--- src/rtl/bus_arbiter_decoder.sv ---
// Two-master serial bus arbiter with 2-bit slave address decode and a combinational data mux.
// Optional split transactions are compiled in when the SPLIT_EN macro is defined.
module bus_arbiter_decoder #(
   parameter int FRAME_LEN = 10,
   parameter int TIMEOUT   = 16
) (
   input  logic       clk,
   input  logic       rstn,
   input  logic       m1_tx,
   input  logic       m2_tx,
   output logic       m1_rx,
   output logic       m2_rx,
   input  logic       s1_tx,
   input  logic       s2_tx,
   input  logic       s3_tx,
   output logic       s1_rx,
   output logic       s2_rx,
   output logic       s3_rx,
   output logic       m1,
   output logic       m2,
   output logic [1:0] addr,
   output logic       addr_rdy,
   output logic       slv_ready,
   output logic       slv_responded
);

   localparam int CW = $clog2((FRAME_LEN > TIMEOUT ? FRAME_LEN : TIMEOUT) + 1);

   typedef enum logic [2:0] {
      S_IDLE,
      S_ADDR,
      S_SELECT,
      S_WAIT_RDY,
      S_DATA,
      S_RESP
   } state_t;

   state_t          r_state;
   logic            r_m1, r_m2;
   logic            r_pend_m1, r_pend_m2;
   logic [1:0]      r_addr;
   logic            r_addr_msb;
   logic            r_addr_rdy;
   logic            r_slv_ready;
   logic            r_slv_resp;
   logic            r_strobe;
   logic [CW-1:0]   r_cnt;
   logic [1:0]      r_sig_cnt;   // remaining low cycles of ACK/NACK/SPLIT
   logic            r_sig_m;     // 0 = master1, 1 = master2
`ifdef SPLIT_EN
   logic            r_split_vld;
   logic            r_split_m;
   logic [1:0]      r_split_addr;
   logic            w_split_tx;
`endif

   logic [3:1]      w_s_tx;
   logic [3:1]      w_s_rx;
   logic            w_sel_tx;
   logic            w_gnt_tx;
   logic            w_bad_addr;

   function automatic logic pick_tx(input logic [3:1] tx, input logic [1:0] a);
      case (a)
         2'd1:    return tx[1];
         2'd2:    return tx[2];
         2'd3:    return tx[3];
         default: return 1'b1;
      endcase
   endfunction

   assign w_s_tx   = {s3_tx, s2_tx, s1_tx};
   assign w_sel_tx = pick_tx(w_s_tx, r_addr);
   assign w_gnt_tx = r_m1 ? m1_tx : (r_m2 ? m2_tx : 1'b1);

`ifdef SPLIT_EN
   assign w_split_tx = pick_tx(w_s_tx, r_split_addr);
   assign w_bad_addr = (r_addr == 2'b00) || (r_split_vld && (r_addr == r_split_addr));
`else
   assign w_bad_addr = (r_addr == 2'b00);
`endif

   genvar gi;
   generate
      for (gi = 1; gi <= 3; gi++) begin : g_srx
         assign w_s_rx[gi] = (r_strobe && r_addr == 2'(gi)) ? 1'b0 :
                             (r_state == S_DATA && r_addr == 2'(gi)) ? w_gnt_tx : 1'b1;
      end
   endgenerate

   assign s1_rx = w_s_rx[1];
   assign s2_rx = w_s_rx[2];
   assign s3_rx = w_s_rx[3];

   // Handshake signalling overrides the data mux (ACK overlaps the first data cycle).
   assign m1_rx = ~((r_sig_cnt != 2'd0) && !r_sig_m) &
                  ((r_state == S_DATA && r_m1) ? w_sel_tx : 1'b1);
   assign m2_rx = ~((r_sig_cnt != 2'd0) && r_sig_m) &
                  ((r_state == S_DATA && r_m2) ? w_sel_tx : 1'b1);

   assign m1            = r_m1;
   assign m2            = r_m2;
   assign addr          = r_addr;
   assign addr_rdy      = r_addr_rdy;
   assign slv_ready     = r_slv_ready;
   assign slv_responded = r_slv_resp;

   always_ff @(posedge clk) begin
      if (rstn) begin
         r_state      <= S_IDLE;
         r_m1         <= 1'b0;
         r_m2         <= 1'b0;
         r_pend_m1    <= 1'b0;
         r_pend_m2    <= 1'b0;
         r_addr       <= 2'b00;
         r_addr_msb   <= 1'b0;
         r_addr_rdy   <= 1'b0;
         r_slv_ready  <= 1'b0;
         r_slv_resp   <= 1'b0;
         r_strobe     <= 1'b0;
         r_cnt        <= '0;
         r_sig_cnt    <= 2'd0;
         r_sig_m      <= 1'b0;
`ifdef SPLIT_EN
         r_split_vld  <= 1'b0;
         r_split_m    <= 1'b0;
         r_split_addr <= 2'b00;
`endif
      end else begin
         r_addr_rdy <= 1'b0;
         r_slv_resp <= 1'b0;
         r_strobe   <= 1'b0;
         if (r_sig_cnt != 2'd0) r_sig_cnt <= r_sig_cnt - 1'b1;
         if (!m1_tx && !r_m1) r_pend_m1 <= 1'b1;
         if (!m2_tx && !r_m2) r_pend_m2 <= 1'b1;

         case (r_state)
            S_IDLE: begin
`ifdef SPLIT_EN
               if (r_split_vld && !w_split_tx) begin
                  r_m1        <= !r_split_m;
                  r_m2        <= r_split_m;
                  r_addr      <= r_split_addr;
                  r_split_vld <= 1'b0;
                  r_slv_ready <= 1'b1;
                  r_sig_cnt   <= 2'd1;
                  r_sig_m     <= r_split_m;
                  r_cnt       <= '0;
                  r_state     <= S_DATA;
               end else
`endif
               if (r_pend_m1) begin
                  r_m1      <= 1'b1;
                  r_pend_m1 <= 1'b0;
                  r_sig_cnt <= 2'd1;
                  r_sig_m   <= 1'b0;
                  r_cnt     <= '0;
                  r_state   <= S_ADDR;
               end else if (r_pend_m2) begin
                  r_m2      <= 1'b1;
                  r_pend_m2 <= 1'b0;
                  r_sig_cnt <= 2'd1;
                  r_sig_m   <= 1'b1;
                  r_cnt     <= '0;
                  r_state   <= S_ADDR;
               end
            end
            S_ADDR: begin
               if (r_cnt == '0) begin
                  r_addr_msb <= w_gnt_tx;
                  r_cnt      <= CW'(1);
               end else begin
                  r_addr     <= {r_addr_msb, w_gnt_tx};
                  r_addr_rdy <= 1'b1;
                  r_state    <= S_SELECT;
               end
            end
            S_SELECT: begin
               if (w_bad_addr) begin
                  r_sig_cnt <= 2'd2;
                  r_sig_m   <= r_m2;
                  r_m1      <= 1'b0;
                  r_m2      <= 1'b0;
                  r_state   <= S_IDLE;
               end else begin
                  r_strobe <= 1'b1;
                  r_cnt    <= '0;
                  r_state  <= S_WAIT_RDY;
               end
            end
            S_WAIT_RDY: begin
               if (!w_sel_tx) begin
                  r_slv_ready <= 1'b1;
                  r_sig_cnt   <= 2'd1;
                  r_sig_m     <= r_m2;
                  r_cnt       <= '0;
                  r_state     <= S_DATA;
               end else if (r_cnt == CW'(TIMEOUT - 1)) begin
`ifdef SPLIT_EN
                  if (!r_split_vld) begin
                     r_sig_cnt    <= 2'd3;
                     r_split_vld  <= 1'b1;
                     r_split_m    <= r_m2;
                     r_split_addr <= r_addr;
                  end else begin
                     r_sig_cnt <= 2'd2;
                  end
`else
                  r_sig_cnt <= 2'd2;
`endif
                  r_sig_m     <= r_m2;
                  r_m1        <= 1'b0;
                  r_m2        <= 1'b0;
                  r_slv_ready <= 1'b0;
                  r_state     <= S_IDLE;
               end else begin
                  r_cnt <= r_cnt + 1'b1;
               end
            end
            S_DATA: begin
               if (r_cnt == CW'(FRAME_LEN - 1)) begin
                  r_cnt   <= '0;
                  r_state <= S_RESP;
               end else begin
                  r_cnt <= r_cnt + 1'b1;
               end
            end
            S_RESP: begin
               if (!w_sel_tx) begin
                  r_slv_resp  <= 1'b1;
                  r_m1        <= 1'b0;
                  r_m2        <= 1'b0;
                  r_slv_ready <= 1'b0;
                  r_state     <= S_IDLE;
               end else if (r_cnt == CW'(TIMEOUT - 1)) begin
                  r_sig_cnt   <= 2'd2;
                  r_sig_m     <= r_m2;
                  r_m1        <= 1'b0;
                  r_m2        <= 1'b0;
                  r_slv_ready <= 1'b0;
                  r_state     <= S_IDLE;
               end else begin
                  r_cnt <= r_cnt + 1'b1;
               end
            end
            default: r_state <= S_IDLE;
         endcase
      end
   end

endmodule

--- config.mk ---
export PLATFORM = sky130hd
export DESIGN_NAME = bus_arbiter_decoder
export DESIGN_NICKNAME = d
export VERILOG_FILES = /design/src/rtl/bus_arbiter_decoder.sv
export SDC_FILE = /design/constraint.sdc
export NUM_CORES = 1
export LEC_CHECK = 0
export CAP_MARGIN = 10
export CORE_MARGIN = 2
export CORE_UTILIZATION = 59
export DETAILED_ROUTE_END_ITERATION = 6
export PLACE_DENSITY = 0.94
export SLEW_MARGIN = 25
export SYNTH_ARGS = -nofsm -noshare
export SYNTH_HDL_FRONTEND = slang
export SYNTH_SLANG_ARGS = --single-unit
--- constraint.sdc ---
create_clock -name clk -period 3.1 [get_ports clk]
set_input_delay 0.31 -clock clk [delete_from_list [all_inputs] [get_ports clk]]
set_output_delay 0.31 -clock clk [all_outputs]
set_load 0.02 [all_outputs]
==> results.ini <==
[synth]
ys.flop_type = dfxtp_1
seq_area_frac_synth_pct = 29.0
synth-adder-area-share_pct = 4.12
syn_area_sq_mm = 0.00152
synth_nets = 196
synth_seq_cells = 22
async_reset_ff_share_pct = 0
ys_types = 56
synth_compound_area_share_pct = 29.4
syn_area_per_cell_sq_um = 8.26
synthCells = 184
synth_top_family_by_area = compound AO/OA/AOI/OAI gates
yosys.area_share.xor_xnor_pct = 0
yosysWarnings = 0
synth_largest_area_cell = dfxtp_1
synth.area.top_cells = dfxtp_1, a21oi_1, nor2_1
muxShareOfSynthArea_pct = 3.46
synth-simple-area-share_pct = 27.2
synth_top_cell_area_share_pct = 29.0
synth_edf_count = 0

[critical_path]
critPathLaunchType = flop
end_kind = output port
r2r_cells = 8
crit_arrival_ns = 2.37
path_max_fanout = 11
cp.required_ns = 2.79
critPathKind = reg2out

[clocking]
cts_post_setup_buffers_inserted = 0
ctsResizeCount = 0
cts.sinks = 22
clkTransAtPathRegs_ns = 0.13
cts-buffers-inserted = 3
cts_tree = built
clk_latency_ns = 0.31
ctsHtreeMaxLevel = 1
cts.root.buffer_cell = clkbuf_4
postCtsHoldBufs = 0
clock_path_buffers = 2

[sta]
hold_viol_final = 0
finalCriticalPeriod_ns = 2.68
post-route-period-util_pct = 86.6
finalSetupViolations = 0
final-max-slew-violation-count = 0
fmax_mhz = 372
rsz0062_at_grt = false
final.setup.tns_ns = 0
skew_ns = 0.00112
maxSlewHeadroom_pct = 65.5
tightest_slew_ns = 0.517

[outcome]
status = finished clean

[detailed_routing]
via_per_inst = 6.54
wire_per_inst_um = 16.5
drt-initial-drc-count = 91
drt_pass1_iterations = 5
drtAntennaViolNets = 0
num_vias = 1497
wl_um = 3790
drc = 0

[pwr]
finalPower_mw = 1.17
powerDensity_mw_per_mm2 = 669
leakage_nw = 0.661
p_int_uw = 700
p_sw_share_pct = 40.0
p_sw_uw = 467
p_comb_share_pct = 46.6
ir_worst_vdd_v = 0.000458
seqPwrFrac_pct = 34.4
clkPwrFrac_pct = 19.0

[place]
port_buffers = 18
dp.cells = 225
hpwlAfterDp_um = 2740
gp_congestion = 0.964

[cells_and_area]
fin_nets = 212
final_cell_mix = dfxtp_1, nor2_1, clkdlybuf4s50_1, a21oi_1, nand2_1
instances_no_fill = 229
nFillCells = 181
synthToLayoutAreaGrowth_pct = 14.9
final_common_cell = dfxtp_1
diodes = 0
post-route-util_pct = 71.1
drive_gt1_share_pct = 10.6

[global_route]
grt_pass1_vias = 1320
antenna_found_initial = 0
grt_pass1_wl_um = 6070
grt_remaining_overflow = 0
grt_max_degree = 21
grtUsageTotal_pct = 27.9

[job]
drv_cap = 0

[die]
die_h_um = 54.7
start_util_pct = 61.9
dieArea_sq_mm = 0.00300
num_io_pins = 19
fp.dieW_um = 54.7
coreArea_sq_mm = 0.00245
floorplan.rows = 18

[min_path]
hold_class = reg2reg
worstHoldPathCells = 2

-- through the flow --
stage          setup WS [ns]  area (sq um)  hold slack (ns)
4_1_cts                0.434          1750            0.535
2_1_floorplan           1.28          1520            0.460
3_5_place_dp           0.622          1690            0.504
3_3_place_gp           0.685          1690            0.475
5_1_grt                0.295          1750            0.582
6_report               0.415          1750            0.540
-- synth_stat cells (all sizes together) (2+ instances only) --
master / n
clkbuf: 4
a21oi: 16
nand2b: 4
o32ai: 2
nor2b: 4
mux2i: 4
a22oi: 2
ha: 5
o21bai: 2
nor4: 4
a211oi: 5
nand3b: 2
or2: 2
o21ai: 10
dfxtp: 22
nor3: 7
nand3: 5
or3: 2
and3: 2
nand4: 3
a21o: 5
nand2: 11
buf: 7
nor3b: 3
inv: 8
o31ai: 4
nor2: 19
a31oi: 3
-- cells by family after synthesis --
logic type | count (synthesis)
compound gates | 61
fa+ha+maj | 5
buf+inv | 19
flops | 22
mux | 4
simple gates | 73
-- worst max-delay path: stages, from the launching register on --
cell,delay (ns)
dfxtp_1,0.65
mux2i_4,0.17
a21oi_4,0.34
nor2_1,0.12
a21oi_1,0.16
clkdlybuf4s50_1,0.62
-- layer usage --
layer / vias to the layer above / track usage (%) / share of wire [%]
met5: - / 0 / 0
met4: 0 / 11.3 / 1.8
li1: 724 / - / -
met1: 700 / 36.8 / 43
met2: 61 / 45.4 / 49
met3: 12 / 3.55 / 5.8
-- registers in the layout, summed over array words and instances, names as in the netlist, 2 cells and up --
register,count
r_cnt,5
r_state,3
addr,2
r_sig_cnt,2
-- cell type report --
cell class	instances	area, sq um	area share (%)
repair buffers	22	210	12.0
well taps	30	37.5	2.15
flip-flops and latches	22	440	25.2
clock inverters	1	30.0	1.72
multi-input cells	143	975	55.8
inverters	8	30.0	1.72
clock buffers	3	22.5	1.29
-- final timing paths --
path	from	end	slack, ns
setup reg to reg	r_cnt[0]	r_cnt[0]	0.81
hold reg to reg	r_addr_msb	r_addr_msb	0.54
hold / removal	r_addr_msb	r_addr_msb	0.54
setup / recovery	addr[1]	m1_rx	0.42
-- power by group through the flow --
stage	Sequential, mW	Clock [mW]	Combinational (mW)
after floorplan	0.401	0	0.418
after global placement	0.401	0	0.520
after detailed placement	0.406	0	0.534
after CTS	0.399	0.223	0.539
after global routing	0.409	0.234	0.598
final	0.401	0.222	0.544
Power figures use the tool's default switching activity.
